$ cat src/rtl/cfa_pkg.sv
// ---------------------------------------------------------------------------
// cfa_pkg
// Shared definitions for the CFA demosaic equation-bank scheduler:
//   - centre-pixel phase codes (R, Gr, Gb, B)
//   - Bayer pattern codes as presented on cfg_bayer
//   - scheduler FSM state encoding
//   - width of the control bundle that travels alongside the equation bank
// ---------------------------------------------------------------------------
package cfa_pkg;

   typedef enum logic [1:0] {
      PH_R  = 2'd0,
      PH_GR = 2'd1,
      PH_GB = 2'd2,
      PH_B  = 2'd3
   } phase_t;

   typedef enum logic [1:0] {
      BAYER_RGGB = 2'd0,
      BAYER_GRBG = 2'd1,
      BAYER_GBRG = 2'd2,
      BAYER_BGGR = 2'd3
   } bayer_t;

   typedef enum logic [1:0] {
      ST_IDLE   = 2'd0,
      ST_ACTIVE = 2'd1,
      ST_FLUSH  = 2'd2
   } state_t;

   // Flag portion of the control bundle: phase(2) + border + sof + eol + eof.
   localparam int CTRL_FLAG_W = 6;

   // Full bundle width: flags followed by column and row coordinates.
   function automatic int ctrl_bundle_w(input int cnt_w);
      return CTRL_FLAG_W + 2 * cnt_w;
   endfunction

endpackage

$ cat src/rtl/cfa_ctrl_delay_line.sv
// ---------------------------------------------------------------------------
// cfa_ctrl_delay_line
// Enable-gated shift register that carries the per-pixel control bundle so
// it emerges in step with the equation-bank result. Every stage has its own
// valid bit; when en is low every stage holds.
//
// Ports:
//   clk, rst      system clock, synchronous active-high reset
//   en            shift enable (shared with the equation-bank registers)
//   in_valid      valid bit loaded into stage 0
//   in_data       bundle loaded into stage 0
//   out_valid     valid bit of the last stage
//   out_data      bundle of the last stage
//   any_valid     at least one stage holds a valid entry
// ---------------------------------------------------------------------------
module cfa_ctrl_delay_line
   import cfa_pkg::*;
#(
   parameter int DEPTH = 2,
   parameter int WIDTH = 8
) (
   input  logic             clk,
   input  logic             rst,
   input  logic             en,
   input  logic             in_valid,
   input  logic [WIDTH-1:0] in_data,
   output logic             out_valid,
   output logic [WIDTH-1:0] out_data,
   output logic             any_valid
);

   logic [DEPTH-1:0] valid_q;
   logic [WIDTH-1:0] data_q [DEPTH];

   // Stage 0 takes the new entry, later stages take their predecessor.
   // Nothing moves without en, so a downstream stall freezes the whole line
   // and no entry is lost or duplicated.
   always_ff @(posedge clk) begin
      if (rst) begin
         valid_q <= '0;
         for (int i = 0; i < DEPTH; i++) begin
            data_q[i] <= '0;
         end
      end else if (en) begin
         valid_q[0] <= in_valid;
         data_q[0]  <= in_data;
         for (int i = 1; i < DEPTH; i++) begin
            valid_q[i] <= valid_q[i-1];
            data_q[i]  <= data_q[i-1];
         end
      end
   end

   assign out_valid = valid_q[DEPTH-1];
   assign out_data  = data_q[DEPTH-1];
   assign any_valid = |valid_q;

endmodule

$ cat src/rtl/cfa_equ_scheduler.sv
// ---------------------------------------------------------------------------
// cfa_equ_scheduler
// Raster-scan controller for the CFA demosaic equation bank. Accepts one
// Bayer pixel per handshake, tracks its column/row and CFA phase, flags
// pixels whose 5x5 window is incomplete, and delays all of that control so
// it lines up with the equation-bank result EQU_LAT enabled cycles later.
//
// Ports:
//   clk, rst                 system clock, synchronous active-high reset
//   in_valid, in_sof         upstream pixel valid and start-of-frame
//   in_ready                 pixel accepted when in_valid & in_ready
//   cfg_bayer                pattern code, sampled on an accepted sof
//   equ_en                   clock enable for the equation-bank registers
//   out_valid, out_ready     aligned result handshake
//   out_phase, out_border    centre colour and incomplete-window flag
//   out_sof/eol/eof          frame/line markers aligned with out_valid
//   out_col, out_row         coordinates of the output pixel
//   frame_done               pulse once the last output of a frame has left
//   err_sof                  pulse when sof arrives in the middle of a frame
// ---------------------------------------------------------------------------
module cfa_equ_scheduler
   import cfa_pkg::*;
#(
   parameter int IMG_W   = 640,
   parameter int IMG_H   = 480,
   parameter int CNT_W   = 11,
   parameter int EQU_LAT = 2
) (
   input  logic             clk,
   input  logic             rst,
   input  logic             in_valid,
   input  logic             in_sof,
   output logic             in_ready,
   input  logic [1:0]       cfg_bayer,
   output logic             equ_en,
   output logic             out_valid,
   input  logic             out_ready,
   output logic [1:0]       out_phase,
   output logic             out_border,
   output logic             out_sof,
   output logic             out_eol,
   output logic             out_eof,
   output logic [CNT_W-1:0] out_col,
   output logic [CNT_W-1:0] out_row,
   output logic             frame_done,
   output logic             err_sof
);

   localparam int BUNDLE_W = ctrl_bundle_w(CNT_W);

   localparam logic [CNT_W-1:0] COL_LAST = CNT_W'(IMG_W - 1);
   localparam logic [CNT_W-1:0] ROW_LAST = CNT_W'(IMG_H - 1);
   localparam logic [CNT_W-1:0] COL_HI   = CNT_W'(IMG_W - 3);
   localparam logic [CNT_W-1:0] ROW_HI   = CNT_W'(IMG_H - 3);
   localparam logic [CNT_W-1:0] EDGE_LO  = CNT_W'(2);
   localparam logic [CNT_W-1:0] ONE      = CNT_W'(1);

   state_t              state_q;
   state_t              state_d;
   logic [CNT_W-1:0]    col_q;
   logic [CNT_W-1:0]    col_d;
   logic [CNT_W-1:0]    row_q;
   logic [CNT_W-1:0]    row_d;
   logic [1:0]          pattern_q;
   logic [1:0]          pattern_d;

   logic                advance;
   logic                accept;
   logic                issue;
   logic [CNT_W-1:0]    cur_col;
   logic [CNT_W-1:0]    cur_row;
   logic [1:0]          cur_pattern;
   logic [1:0]          cur_phase;
   logic                cur_border;
   logic                last_col;
   logic                last_pix;
   logic [CNT_W-1:0]    next_col;
   logic [CNT_W-1:0]    next_row;
   logic [BUNDLE_W-1:0] issue_bundle;
   logic [BUNDLE_W-1:0] dl_data;
   logic                dl_valid;
   logic                any_valid;

   // The whole pipeline moves together: it may advance whenever the output
   // slot is empty or being taken. During FLUSH no new pixel is taken so the
   // frame can drain cleanly.
   assign advance  = out_ready | ~dl_valid;
   assign equ_en   = advance;
   assign in_ready = advance & (state_q != ST_FLUSH);
   assign accept   = in_valid & in_ready;

   // The counters hold the position the next pixel will occupy. A sof pixel
   // always lands on (0,0) and uses the pattern presented with it, so the
   // restart pixel is coded correctly in the same cycle it is accepted.
   assign cur_col     = in_sof ? '0 : col_q;
   assign cur_row     = in_sof ? '0 : row_q;
   assign cur_pattern = in_sof ? cfg_bayer : pattern_q;

   // Raster stepping, phase and 5x5 window-completeness for the pixel being
   // issued this cycle. Phase is the position parity folded through the
   // Bayer pattern code, which works because the four codes are arranged as
   // the XOR offsets of their top-left colour.
   assign last_col   = (cur_col == COL_LAST);
   assign last_pix   = last_col & (cur_row == ROW_LAST);
   assign next_col   = last_col ? '0 : cur_col + ONE;
   assign next_row   = last_col ? cur_row + ONE : cur_row;
   assign cur_phase  = {cur_row[0], cur_col[0]} ^ cur_pattern;
   assign cur_border = (cur_row < EDGE_LO) | (cur_row > ROW_HI) |
                       (cur_col < EDGE_LO) | (cur_col > COL_HI);

   assign issue_bundle = {cur_phase, cur_border, in_sof, last_col, last_pix,
                          cur_col, cur_row};

   // State, position and latched pattern registers. Reset drops any frame
   // in progress; together with the cleared delay line this guarantees no
   // frame_done for an aborted frame.
   always_ff @(posedge clk) begin
      if (rst) begin
         state_q   <= ST_IDLE;
         col_q     <= '0;
         row_q     <= '0;
         pattern_q <= '0;
      end else begin
         state_q   <= state_d;
         col_q     <= col_d;
         row_q     <= row_d;
         pattern_q <= pattern_d;
      end
   end

   // Next-state logic. IDLE waits for a sof and throws away anything else.
   // ACTIVE issues every accepted pixel; a sof here is an error but still
   // restarts the frame, while older pixels keep draining through the delay
   // line. The final raster position sends the FSM to FLUSH, which holds off
   // new input until the delay line is empty and then signals frame_done.
   always_comb begin
      state_d    = state_q;
      col_d      = col_q;
      row_d      = row_q;
      pattern_d  = pattern_q;
      issue      = 1'b0;
      err_sof    = 1'b0;
      frame_done = 1'b0;
      case (state_q)
         ST_IDLE: begin
            if (accept && in_sof) begin
               issue     = 1'b1;
               pattern_d = cfg_bayer;
               col_d     = next_col;
               row_d     = next_row;
               state_d   = ST_ACTIVE;
            end
         end
         ST_ACTIVE: begin
            if (accept) begin
               issue   = 1'b1;
               err_sof = in_sof;
               if (in_sof) begin
                  pattern_d = cfg_bayer;
               end
               if (last_pix) begin
                  col_d   = '0;
                  row_d   = '0;
                  state_d = ST_FLUSH;
               end else begin
                  col_d = next_col;
                  row_d = next_row;
               end
            end
         end
         ST_FLUSH: begin
            if (!any_valid) begin
               frame_done = 1'b1;
               state_d    = ST_IDLE;
            end
         end
         default: begin
            state_d = ST_IDLE;
         end
      endcase
   end

   cfa_ctrl_delay_line #(
      .DEPTH (EQU_LAT),
      .WIDTH (BUNDLE_W)
   ) u_delay (
      .clk       (clk),
      .rst       (rst),
      .en        (advance),
      .in_valid  (issue),
      .in_data   (issue_bundle),
      .out_valid (dl_valid),
      .out_data  (dl_data),
      .any_valid (any_valid)
   );

   assign out_valid = dl_valid;
   assign {out_phase, out_border, out_sof, out_eol, out_eof, out_col, out_row} = dl_data;

endmodule

$ cat config.mk
export PLATFORM = sky130hd
export DESIGN_NAME = cfa_equ_scheduler
export DESIGN_NICKNAME = d
export VERILOG_FILES = /design/src/rtl/cfa_pkg.sv /design/src/rtl/cfa_ctrl_delay_line.sv /design/src/rtl/cfa_equ_scheduler.sv
export SDC_FILE = /design/constraint.sdc
export NUM_CORES = 1
export LEC_CHECK = 0
export ABC_AREA = 1
export CORE_MARGIN = 4
export CORE_UTILIZATION = 50
export CTS_BUF_LIST = sky130_fd_sc_hd__clkbuf_8
export DETAILED_ROUTE_END_ITERATION = 10
export DONT_BUFFER_PORTS = 1
export PLACE_DENSITY_LB_ADDON = 0.12
export SYNTH_ARGS = -nofsm -noshare
export SYNTH_HDL_FRONTEND = slang
export SYNTH_HIERARCHICAL = 1
export SYNTH_SLANG_ARGS = --single-unit
$ cat constraint.sdc
create_clock -name clk -period 3.2 [get_ports clk]
set_clock_uncertainty 0.1 [all_clocks]
set_input_delay 0.64 -clock clk [delete_from_list [all_inputs] [get_ports clk]]
set_output_delay 0.64 -clock clk [all_outputs]
set_load 0.01 [all_outputs]
==> results.json <==
{
  "worst_setup_path_end_kind": "output pin",
  "max_slew_margin_pct": 59.4,
  "cp_max_fo": 6,
  "worst_setup_path_start_kind": "flop",
  "timing.hold.ws_ns": 0.256,
  "fp.dieH_um": 106,
  "slowest_stage": "nor4_1",
  "cts_buffers": 9,
  "critPathMaxStageDelay_ns": 0.48,
  "dp_hpwl_um": 6280,
  "synth_nets": 566,
  "htreeDepth": 3,
  "cts.clk_slew.worst_paths_ns": 0.09,
  "die_area_mm2": 0.0112,
  "gp_congestion": 0.893,
  "vias": 3159,
  "post-place-ws_ns": 0.673,
  "multi_input_area_mm2": 0.00176,
  "fin_crit_sh_pct": 82.8,
  "crit_chain": "inv_1, or2_1, nand2_1, inv_1, nand2_1, nor4_1",
  "ys_types": 37,
  "syn_inst": 557,
  "remaining_drc_errors": 0,
  "diodes": 0,
  "critical_path_buf_inv_count": 2,
  "setup_viol_count_final": 0,
  "ios": 40,
  "finalHoldViolations": 0,
  "seqCellArea_mm2": 0.00224,
  "cts-root-buf": "clkbuf_8",
  "cts.repair.resized": 0,
  "track_usage_pct": 16.9,
  "cts_setup_buffers": 0,
  "cts_hold_buf": 0,
  "grt_max_degree": 30,
  "worst_pin_slew_ns": 0.603,
  "core_mm2": 0.00928,
  "insertion_delay_ns": 0.35,
  "synth_area_mm2": 0.00477,
  "synth_seq_area_share_pct": 47.0,
  "worst_ep_required_time_ns": 2.46,
  "grt_pass1_wl_um": 15100,
  "die_width_um": 106,
  "hold_path_class": "in2reg",
  "vdd_drop_max_uv": 203,
  "area_growth_pct": 1.63,
  "overflow": 0,
  "fillers": 894,
  "portBuffers": 0,
  "ys_seq_elements": 84,
  "via_per_inst": 4.75,
  "r2r_slack_ns": 0.99,
  "nets": 540,
  "wire_per_inst_um": 13.0,
  "grt_antenna_before_repair": 0,
  "placementRows": 35,
  "outcome": "finished, final reports clean",
  "critPathKind": "reg2out",
  "fmax_mhz": 377,
  "arrival_ns": 1.91,
  "drive_above_1_share_pct": 15.9,
  "p_leak_nw": 1.89,
  "clock_sinks": 84,
  "rsz0062_at_grt": "no",
  "grt_pass1_vias": 3027,
  "drtAntennaViolNets": 0,
  "fin_ws_ns": 0.549,
  "clockBufferDepth": 2,
  "fin_util_pct": 52.2,
  "crit_family": "simple AND/OR/NAND/NOR gates",
  "drt_pass1_iterations": 5,
  "drtIter0Drc": 275,
  "maxCapViolations": 0,
  "cts_tree": "yes",
  "start_util_pct": 51.4,
  "fin_setup_tns_ns": 0,
  "drt-total-wl_um": 8660,
  "yosys_warnings": 6,
  "drv_slew": 0,
  "powerDensity_mw_per_mm2": 427,
  "period_needed_ns": 2.65,
  "syn_avg_cell_area_um2": 8.56
}
==> cell usage after synthesis <==
library cell	n	area share (%)
nor2_4	41	9.7
dfxtp_1	28	12
mux2i_1	2	0.42
o21bai_1	1	0.16
buf_4	28	4.4
nand2_2	7	0.92
buf_12	4	1.7
o21ai_0	13	1.4
buf_1	1	0.079
clkbuf_1	2	0.16
xnor2_1	1	0.18
nand2_1	99	7.8
a21oi_1	22	2.3
o21ai_1	1	0.10
and2_1	1	0.13
inv_2	3	0.24
edfxtp_1	56	35
or2_2	2	0.26
o21a_1	1	0.16
nand4_2	1	0.26
nor4_1	2	0.26
buf_2	6	0.63
a211oi_1	1	0.16
nor2_1	63	5.0
or2_1	1	0.13
o22ai_1	1	0.13
buf_6	3	0.71
nand2_4	1	0.24
nor3_1	4	0.42
nand3b_1	1	0.16
nor2_2	6	0.79
nor3_2	1	0.21
xor2_1	1	0.18
ha_1	2	0.52
nand3_1	37	3.9
inv_1	105	8.3
nand4_1	8	1.0
==> final timing paths <==
kind                                 end  cells after the start               start
worst max-delay path             err_sof                      6  u_delay/valid_q[1]
worst min-delay path            col_q[9]                      1                 rst
worst max register to register  row_q[6]                     13            col_q[0]
worst min register to register  col_q[0]                      2            col_q[0]
==> power breakdown <==
group / switching (W) / internal (W) / total, W / leakage [nW]
clock network: 0.000408 / 0.000365 / 0.000773 / 0.0976
logic: 0.0000829 / 0.0000312 / 0.000114 / 0.886
registers: 0.0000126 / 0.00117 / 0.00118 / 0.907
total: 0.000503 / 0.00157 / 0.00207 / 1.89
==> layer usage <==
metal,GRT usage [%],routed length (µm),share of wire [%],up-vias
li1,-,-,-,1651
met1,23.5,4250,49,1410
met2,26.0,3910,45,94
met3,3.55,397,4.6,4
met4,6.11,97,1.1,0
met5,0,0,0,-
==> stage by stage <==
step / area, µm² / std cells / total power [W]
3_5_place_dp: 4650 / 649 / 0.00132
3_3_place_gp: 4650 / 649 / 0.00132
2_1_floorplan: 4770 / 557 / 0.00133
6_report: 4850 / 665 / 0.00207
5_1_grt: 4850 / 665 / 0.00216
4_1_cts: 4850 / 665 / 0.00210
==> kinds of logic after synthesis <==
family	count (synthesis)	share of synthesized area, %
AND/OR/NAND/NOR	275	31.1
flip-flops	84	47.0
XOR/XNOR	2	0.367
AO/OA/AOI/OAI	40	4.38
adder cells (fa/ha/maj)	2	0.525
buffers and inverters	152	16.2
multiplexers	2	0.420
==> cell usage in the layout, fill, tap and decap left out, drive strengths merged, types with 2 or more instances in the layout <==
cell type,instances
a21oi,22
buf,7
clkbuf,9
clkinvlp,2
dfxtp,28
edfxtp,56
ha,2
inv,111
mux2i,2
nand2,107
nand3,37
nand4,9
nor2,110
nor3,5
nor4,2
o21ai,14
or2,3
==> flip-flops by register name, summed over array words and instances, names as in the netlist <==
signal           flops
u_delay/data_q      56
col_q               11
row_q               11
pattern_q            2
state_q              2
u_delay/valid_q      2
==> cell type report <==
cell class / instances / share of cell area (%)
Sequential cell: 84 / 46.3
Multi-Input combinational cell: 321 / 36.3
Inverter: 108 / 8.36
Tap cell: 129 / 3.33
Clock buffer: 9 / 2.56
Timing Repair Buffer: 7 / 1.60
Clock inverter: 7 / 1.55
Power figures use the tool's default switching activity.
